File: src/rtl/fft_wb_stream_if.sv
// Bus bundle for fft_wb_stream: Wishbone slave in, Wishbone master out, and both FFT-core streams.
// slave = the block's view, master = the surrounding system's view.
interface fft_wb_stream_if #(
   parameter int DW = 16,
   parameter int IW = 11
);
   // Wishbone slave side (time-domain samples in)
   logic [2*DW-1:0] DAT_I;
   logic            WE_I;
   logic            STB_I;
   logic            CYC_I;
   logic            ACK_O;
   // Wishbone master side (frequency bins out)
   logic [2*DW-1:0] DAT_O;
   logic [IW-1:0]   IDX_O;
   logic            CYC_O;
   logic            STB_O;
   logic            WE_O;
   logic            ACK_I;
   // stream towards the FFT core
   logic [2*DW-1:0] core_dat_o;
   logic            core_val_o;
   logic            core_last_o;
   logic            core_rdy_i;
   // stream back from the FFT core
   logic [2*DW-1:0] core_dat_i;
   logic            core_val_i;
   logic            core_last_i;
   logic            core_rdy_o;

   modport slave (
      input  DAT_I, WE_I, STB_I, CYC_I, ACK_I,
      input  core_rdy_i, core_dat_i, core_val_i, core_last_i,
      output ACK_O, DAT_O, IDX_O, CYC_O, STB_O, WE_O,
      output core_dat_o, core_val_o, core_last_o, core_rdy_o
   );

   modport master (
      output DAT_I, WE_I, STB_I, CYC_I, ACK_I,
      output core_rdy_i, core_dat_i, core_val_i, core_last_i,
      input  ACK_O, DAT_O, IDX_O, CYC_O, STB_O, WE_O,
      input  core_dat_o, core_val_o, core_last_o, core_rdy_o
   );
endinterface

File: src/rtl/fft_wb_stream.sv
// Wishbone front/back-end for a streaming FFT core: strips the cyclic prefix, feeds the core,
// and returns indexed bins through a FIFO. Define FFT_CP_REMOVE_EN to enable CP removal.
module fft_wb_stream #(
   parameter int DW          = 16,
   parameter int NFFT        = 2048,
   parameter int CP_LEN      = 256,
   parameter int OFIFO_DEPTH = 16,
   parameter int IW          = $clog2(NFFT)
) (
   input  logic           CLK_I,
   input  logic           RSTN_I,
   fft_wb_stream_if.slave bus,
   output logic [3:0]     FRM_CNT_O,
   output logic           ERR_O
);
`ifdef FFT_CP_REMOVE_EN
   localparam bit CP_EN = 1'b1;
`else
   localparam bit CP_EN = 1'b0;
`endif
   localparam int CP_E = CP_EN ? CP_LEN : 0;
   localparam int SYM  = CP_E + NFFT;
   localparam int ICW  = $clog2(SYM);
   localparam int AW   = $clog2(OFIFO_DEPTH);
   localparam int EW   = 1 + IW + 2*DW;

   // ---------------- input side ----------------
   logic [ICW-1:0] icnt;
   logic           in_cp;
   logic           in_last;
   logic           req;
   logic           acc;

   assign req     = bus.CYC_I & bus.STB_I & bus.WE_I;
   assign in_last = !in_cp && (icnt == ICW'(SYM-1));
   // CP samples are acked and dropped without waiting for the core
   assign acc     = in_cp ? req : (req & bus.core_rdy_i);

   assign bus.ACK_O       = acc;
   assign bus.core_val_o  = req & !in_cp;
   assign bus.core_last_o = in_last;
   assign bus.core_dat_o  = bus.DAT_I;

   // in_cp is a phase flag so a zero-length prefix needs no special compare
   always_ff @(posedge CLK_I or negedge RSTN_I) begin
      if (!RSTN_I) begin
         icnt  <= '0;
         in_cp <= (CP_E != 0);
      end else if (acc) begin
         if (in_last) begin
            icnt  <= '0;
            in_cp <= (CP_E != 0);
         end else begin
            icnt <= icnt + 1'b1;
            if (in_cp && (icnt == ICW'(CP_E-1)))
               in_cp <= 1'b0;
         end
      end
   end

   // ---------------- core output capture ----------------
   logic [IW-1:0] ocnt;
   logic          ocnt_end;
   logic          full;
   logic          empty;
   logic          push;
   logic          pop;
   logic [AW:0]   wptr;
   logic [AW:0]   rptr;
   logic [EW-1:0] mem [OFIFO_DEPTH];
   logic [EW-1:0] rd_ent;

   assign ocnt_end       = (ocnt == IW'(NFFT-1));
   assign full           = (wptr[AW] != rptr[AW]) && (wptr[AW-1:0] == rptr[AW-1:0]);
   assign empty          = (wptr == rptr);
   assign push           = bus.core_val_i & !full;
   assign bus.core_rdy_o = !full;
   assign rd_ent         = mem[rptr[AW-1:0]];

   always_ff @(posedge CLK_I) begin
      if (push)
         mem[wptr[AW-1:0]] <= {bus.core_last_i, ocnt, bus.core_dat_i};
   end

   always_ff @(posedge CLK_I or negedge RSTN_I) begin
      if (!RSTN_I) begin
         wptr <= '0;
         rptr <= '0;
      end else begin
         if (push) wptr <= wptr + 1'b1;
         if (pop)  rptr <= rptr + 1'b1;
      end
   end

   // an early last resyncs the bin counter so the next frame starts at bin 0
   always_ff @(posedge CLK_I or negedge RSTN_I) begin
      if (!RSTN_I) begin
         ocnt  <= '0;
         ERR_O <= 1'b0;
      end else if (push) begin
         ocnt <= (bus.core_last_i || ocnt_end) ? '0 : ocnt + 1'b1;
         if (bus.core_last_i != ocnt_end)
            ERR_O <= 1'b1;
      end
   end

   // ---------------- frame accounting ----------------
   logic inc;
   logic dec;

   assign inc = acc & in_last;
   assign dec = push & bus.core_last_i;

   always_ff @(posedge CLK_I or negedge RSTN_I) begin
      if (!RSTN_I)
         FRM_CNT_O <= '0;
      else if (inc && !dec && (FRM_CNT_O != 4'd15))
         FRM_CNT_O <= FRM_CNT_O + 4'd1;
      else if (dec && !inc && (FRM_CNT_O != 4'd0))
         FRM_CNT_O <= FRM_CNT_O - 4'd1;
   end

   // ---------------- Wishbone master output ----------------
   logic [2*DW-1:0] dat_q;
   logic [IW-1:0]   idx_q;
   logic            out_last;
   logic            stb;
   logic            cyc;
   logic            cyc_clr;

   assign pop = !empty & (!stb | bus.ACK_I);

   always_ff @(posedge CLK_I or negedge RSTN_I) begin
      if (!RSTN_I) begin
         stb      <= 1'b0;
         out_last <= 1'b0;
         dat_q    <= '0;
         idx_q    <= '0;
      end else if (pop) begin
         stb                       <= 1'b1;
         {out_last, idx_q, dat_q}  <= rd_ent;
      end else if (bus.ACK_I) begin
         stb <= 1'b0;
      end
   end

   // the cycle is only closed once the whole chain is idle after a frame's last bin
   assign cyc_clr = stb & bus.ACK_I & out_last & empty & !push
                  & (FRM_CNT_O == 4'd0) & !bus.CYC_I;

   always_ff @(posedge CLK_I or negedge RSTN_I) begin
      if (!RSTN_I)
         cyc <= 1'b0;
      else if (!empty)
         cyc <= 1'b1;
      else if (cyc_clr)
         cyc <= 1'b0;
   end

   assign bus.DAT_O = dat_q;
   assign bus.IDX_O = idx_q;
   assign bus.STB_O = stb;
   assign bus.WE_O  = stb;
   assign bus.CYC_O = cyc;
endmodule
File: src/flat_wrapper.sv
// flat-port wrapper written by rule: the top's interface ports become plain ports
module fft_wb_stream_flat 
#(
   parameter int DW          = 16,
   parameter int NFFT        = 2048,
   parameter int CP_LEN      = 256,
   parameter int OFIFO_DEPTH = 16,
   parameter int IW          = $clog2(NFFT)
)
  (CLK_I, RSTN_I, FRM_CNT_O, ERR_O, bus_DAT_I, bus_WE_I, bus_STB_I, bus_CYC_I, bus_ACK_I, bus_core_rdy_i, bus_core_dat_i, bus_core_val_i, bus_core_last_i, bus_ACK_O, bus_DAT_O, bus_IDX_O, bus_CYC_O, bus_STB_O, bus_WE_O, bus_core_dat_o, bus_core_val_o, bus_core_last_o, bus_core_rdy_o);
  fft_wb_stream_if #(.DW(DW), .IW(IW)) bus_i ();
  input  logic CLK_I;
  input  logic RSTN_I;
  output logic [3:0] FRM_CNT_O;
  output logic ERR_O;
  input wire logic [$bits(bus_i.DAT_I)-1:0] bus_DAT_I;
  input wire logic [$bits(bus_i.WE_I)-1:0] bus_WE_I;
  input wire logic [$bits(bus_i.STB_I)-1:0] bus_STB_I;
  input wire logic [$bits(bus_i.CYC_I)-1:0] bus_CYC_I;
  input wire logic [$bits(bus_i.ACK_I)-1:0] bus_ACK_I;
  input wire logic [$bits(bus_i.core_rdy_i)-1:0] bus_core_rdy_i;
  input wire logic [$bits(bus_i.core_dat_i)-1:0] bus_core_dat_i;
  input wire logic [$bits(bus_i.core_val_i)-1:0] bus_core_val_i;
  input wire logic [$bits(bus_i.core_last_i)-1:0] bus_core_last_i;
  output wire logic [$bits(bus_i.ACK_O)-1:0] bus_ACK_O;
  output wire logic [$bits(bus_i.DAT_O)-1:0] bus_DAT_O;
  output wire logic [$bits(bus_i.IDX_O)-1:0] bus_IDX_O;
  output wire logic [$bits(bus_i.CYC_O)-1:0] bus_CYC_O;
  output wire logic [$bits(bus_i.STB_O)-1:0] bus_STB_O;
  output wire logic [$bits(bus_i.WE_O)-1:0] bus_WE_O;
  output wire logic [$bits(bus_i.core_dat_o)-1:0] bus_core_dat_o;
  output wire logic [$bits(bus_i.core_val_o)-1:0] bus_core_val_o;
  output wire logic [$bits(bus_i.core_last_o)-1:0] bus_core_last_o;
  output wire logic [$bits(bus_i.core_rdy_o)-1:0] bus_core_rdy_o;
  assign bus_i.DAT_I = bus_DAT_I;
  assign bus_i.WE_I = bus_WE_I;
  assign bus_i.STB_I = bus_STB_I;
  assign bus_i.CYC_I = bus_CYC_I;
  assign bus_i.ACK_I = bus_ACK_I;
  assign bus_i.core_rdy_i = bus_core_rdy_i;
  assign bus_i.core_dat_i = bus_core_dat_i;
  assign bus_i.core_val_i = bus_core_val_i;
  assign bus_i.core_last_i = bus_core_last_i;
  assign bus_ACK_O = bus_i.ACK_O;
  assign bus_DAT_O = bus_i.DAT_O;
  assign bus_IDX_O = bus_i.IDX_O;
  assign bus_CYC_O = bus_i.CYC_O;
  assign bus_STB_O = bus_i.STB_O;
  assign bus_WE_O = bus_i.WE_O;
  assign bus_core_dat_o = bus_i.core_dat_o;
  assign bus_core_val_o = bus_i.core_val_o;
  assign bus_core_last_o = bus_i.core_last_o;
  assign bus_core_rdy_o = bus_i.core_rdy_o;
  fft_wb_stream #(.DW(DW), .NFFT(NFFT), .CP_LEN(CP_LEN), .OFIFO_DEPTH(OFIFO_DEPTH), .IW(IW)) u_core (.CLK_I(CLK_I), .RSTN_I(RSTN_I), .bus(bus_i), .FRM_CNT_O(FRM_CNT_O), .ERR_O(ERR_O));
endmodule
File: config.mk
export PLATFORM = sky130hd
export DESIGN_NAME = fft_wb_stream_flat
export DESIGN_NICKNAME = d
export VERILOG_FILES = /design/src/rtl/fft_wb_stream_if.sv /design/src/rtl/fft_wb_stream.sv /design/src/flat_wrapper.sv
export SDC_FILE = /design/constraint.sdc
export NUM_CORES = 1
export LEC_CHECK = 0
export CAP_MARGIN = 20
export CORE_ASPECT_RATIO = 1.75
export CORE_UTILIZATION = 36
export DETAILED_ROUTE_END_ITERATION = 10
export PLACE_DENSITY = 0.49
export RECOVER_POWER = 50
export SLEW_MARGIN = 15
export SYNTH_ARGS = -nofsm -noshare
export SYNTH_HDL_FRONTEND = slang
export SYNTH_SLANG_ARGS = --single-unit
export TNS_END_PERCENT = 50
File: constraint.sdc
create_clock -name CLK_I -period 9.2 [get_ports CLK_I]
set_input_delay 1.38 -clock CLK_I [delete_from_list [all_inputs] [get_ports CLK_I]]
set_output_delay 1.38 -clock CLK_I [all_outputs]
set_load 0.05 [all_outputs]
==> key figures <==
Run status
  • Status: complete, but fails checks
  • Failing checks: max-capacitance violations, max-slew violations

Place
  • Buffers on Ports: 95
  • Dpl ws: 4.67 ns
  • Final HPWL DP: 39900 um
  • RePlAce Congestion: 0.726

Global routing
  • Met3 Use GR: 2.94%
  • Largest net degree at the start of global routing: 125
  • Number of global-route vias before repair: 16.2k
  • Initial antenna violation count: 2
  • Met2 Resource Use GR: 31.9%
  • GRT Max-Usage Layer: met2
  • Global-route wire length before repair: 109000 um
  • GR Util All Layers: 17.3%
  • GR Layer Usage met1: 19.9%
  • Total grt overflow: 0

Yosys
  • Synthesized instance count: 1577
  • Syn Nets: 1661
  • EDFF count, synth: 704
  • Async S/R FF share, synth: 10.5%
  • Synth cell types: 54
  • Register area share after synthesis: 75.5%
  • Syn Area/Cell: 19.5 um2
  • Main synth FF type: edfxtp_1
  • Synth warn: 0
  • Netlist area before placement: 30700 um2
  • Flops & latches, synth: 787

Setup path
  • CP bufs+invs: 2
  • Reg2reg start: u_core.rptr[3]
  • Max incr delay on CP: 2.37 ns
  • Cell Chain, Critical Path: clkbuf_1 -> clkbuf_1
  • CP Max Fanout: 46
  • FF-to-FF setup slack: 4.09 ns
  • WP data required: 9.02 ns
  • WP data arrival: 5.80 ns
  • Most Frequent Cell on Critical Path: clkbuf_1
  • Worst setup SP type: input port
  • Max stage delay cell, worst path: clkbuf_1
  • RR Endpoint: u_core.mem[5][27]
  • Kind of end point of the critical path: async pin
  • Crit path kind: in -> async
  • CP delay by family, top: buffers and inverters
  • Worst R2R Path Depth: 5

Finish
  • Layout fillers: 7423
  • Synthesis-to-layout area growth: 14.0%
  • Post-layout util: 41.5%
  • Storage element area: 23200 um2
  • Number of diodes: 0
  • Multi-input logic area: 6870 um2
  • Share of cells above drive strength 1: 20.0%
  • Fin nets: 1742

CTS
  • Postcts setup bufs: 0
  • CTS H-tree depth: 3
  • Clock tree buffer depth: 3
  • Cts hold-fix bufs: 0
  • Num CTS Buffers: 74
  • Post-CTS Resized: 0
  • TritonCTS clock tree: yes
  • Clock latency on the worst-skew pair: 0.64 ns
  • CTS Root Cell: clkbuf_16
  • Clock slew at reported path FFs: 0.07 ns
  • Total clock sinks: 787

STA
  • Slew margin rel.: -129%
  • Hold_ws: 0.475 ns
  • RSZ-0062 raised after global routing: no
  • Clock skew: 0.0269 ns
  • Max Clk Rate: 167 MHz
  • Final number of setup-violating endpoints: 0
  • Fin crit period: 5.97 ns
  • Worst Tran Pin Value: 3.43 ns
  • Final hold violations: 0
  • Setup TNS: 0 ns
  • Final Cycle Share: 64.9%
  • Fin worst setup slack: 3.23 ns
  • Final slew viol count: 130

Hold path
  • Hold crit path type: reg -> reg
  • Worst Hold End: u_core.ERR_O
  • Worst Hold Path Cells: 1
  • Worst min-delay path startpoint: u_core.ERR_O

Power and ir drop
  • VDD IR max: 0.340 mV
  • Lkg Pwr: 11.4 nW
  • PwrDens: 314 nW/um2
  • Pwr Total: 11.0 mW

Floorplanning
  • Rows: 141
  • Die height: 389 um
  • Die Area: 86600 um2
  • Die width: 223 um
  • CORE AREA: 84500 um2
  • I/O pins: 160
  • Starting Density: 36.4%

Flow run
  • Max-Cap Viols: 3

Route
  • Via count: 14.9k
  • Iter 0 DRT Violations: 840
  • First-pass DRT Iterations: 5
  • DRT Wirelength: 73200 um
  • DRC Markers: 0
  • Detail Route Antenna Nets: 0
  • WL/cell: 26.2 um
  • Vias/cell: 5.33
[sequential cells by signal (all words and copies together), names as in the netlist]
name              count
u_core.bus.IDX_O     11
u_core.rptr           5
u_core.FRM_CNT_O      4
u_core.mem          704
u_core.bus.DAT_O     32
u_core.out_last       1
u_core.ocnt          11
u_core.bus.CYC_O      1
u_core.ERR_O          1
u_core.wptr           5
u_core.icnt          11
u_core.bus.STB_O      1
[final cells by class]
| class | count | share of cell area [%] |
|---|---|---|
| Sequential cell | 787 | 66.3 |
| Multi-Input combinational cell | 663 | 19.6 |
| Clock buffer | 101 | 5.90 |
| Tap cell | 1072 | 3.83 |
| Timing Repair Buffer | 124 | 3.43 |
| Clock inverter | 35 | 0.857 |
| Inverter | 8 | 0.0857 |
[cells in the mapped netlist (all sizes together) (8+ instances only)]
library cell,instances,area (um2)
nand2,63,236
a221oi,44,385
mux4,132,2970
mux2,45,507
clkbuf,35,133
dfrtp,83,2080
mux2i,89,891
and3,18,113
edfxtp,704,21100
inv,8,30.0
nand4,12,103
nor2,53,201
buf,84,522
nand3,11,55.1
a31oi,45,282
o21ai,60,304
and2,8,50.1
ha,10,125
xnor2,17,149
[report_power, final]
part	internal [mW]	leakage [nW]	switching [mW]
clock network	1.72	1.16	1.31
registers	4.39	7.35	0.318
logic	1.33	2.94	1.94
total	7.44	11.4	3.56
[through the flow]
stage | std cells | area [um2]
floorplan | 1577 | 30700
global placement | 2653 | 32700
detailed placement | 2654 | 32700
CTS | 2790 | 35100
global route | 2790 | 35000
finish | 2790 | 35000
[cell usage in the layout (no fill, tap or decap), types with 15 or more instances in the layout]
cell | synthesis | routed
clkbuf_16 | 0 | 77
nor2_1 | 52 | 52
xnor2_1 | 17 | 17
edfxtp_1 | 704 | 704
and3_2 | 0 | 15
mux2_2 | 45 | 45
dfrtp_1 | 83 | 80
mux2i_1 | 89 | 89
dlygate4sd3_1 | 0 | 34
buf_4 | 45 | 25
a221oi_1 | 44 | 44
a31oi_1 | 45 | 45
clkdlybuf4s50_1 | 0 | 60
mux4_2 | 132 | 132
o21ai_0 | 58 | 58
nand2_1 | 63 | 63
clkbuf_1 | 34 | 21
[how the worst max path moves through the flow]
stage                             endpoint  slack [ns]      startpoint  cells after the start
after floorplan           u_core.mem[3][0]        3.95  bus_core_val_i                      3
after global placement           bus_ACK_O        4.69       bus_CYC_I                      4
after detailed placement         bus_ACK_O        4.67       bus_CYC_I                      4
after CTS                   bus_core_rdy_o        4.50  u_core.rptr[3]                      4
after global routing        u_core.rptr[2]        2.28          RSTN_I                      2
final                       u_core.rptr[2]        3.23          RSTN_I                      2
[kinds of logic after synthesis]
logic type | share of synthesized area, %
adders and majority gates | 0.472
and+or+nand+nor | 3.02
buffers and inverters | 2.23
muxes | 14.2
AOI/OAI and AO/OA | 3.84
DFF | 75.5
xor gates and xnor gates | 0.684
[layer usage]
layer	routed length [um]	vias up
met2	39900	306
li1	-	6518
met5	0	-
met3	2740	115
met4	1960	0
met1	28600	7936
[worst register-to-register path, cell delays in order, from the launching register on]
cell      delay [ns]
dfrtp_1         1.61
xnor2_1         0.50
and4_1          0.48
a21boi_4        0.65
and3_2          0.80
buf_4           0.65
Note: power is estimated with default switching activity, not from simulation.
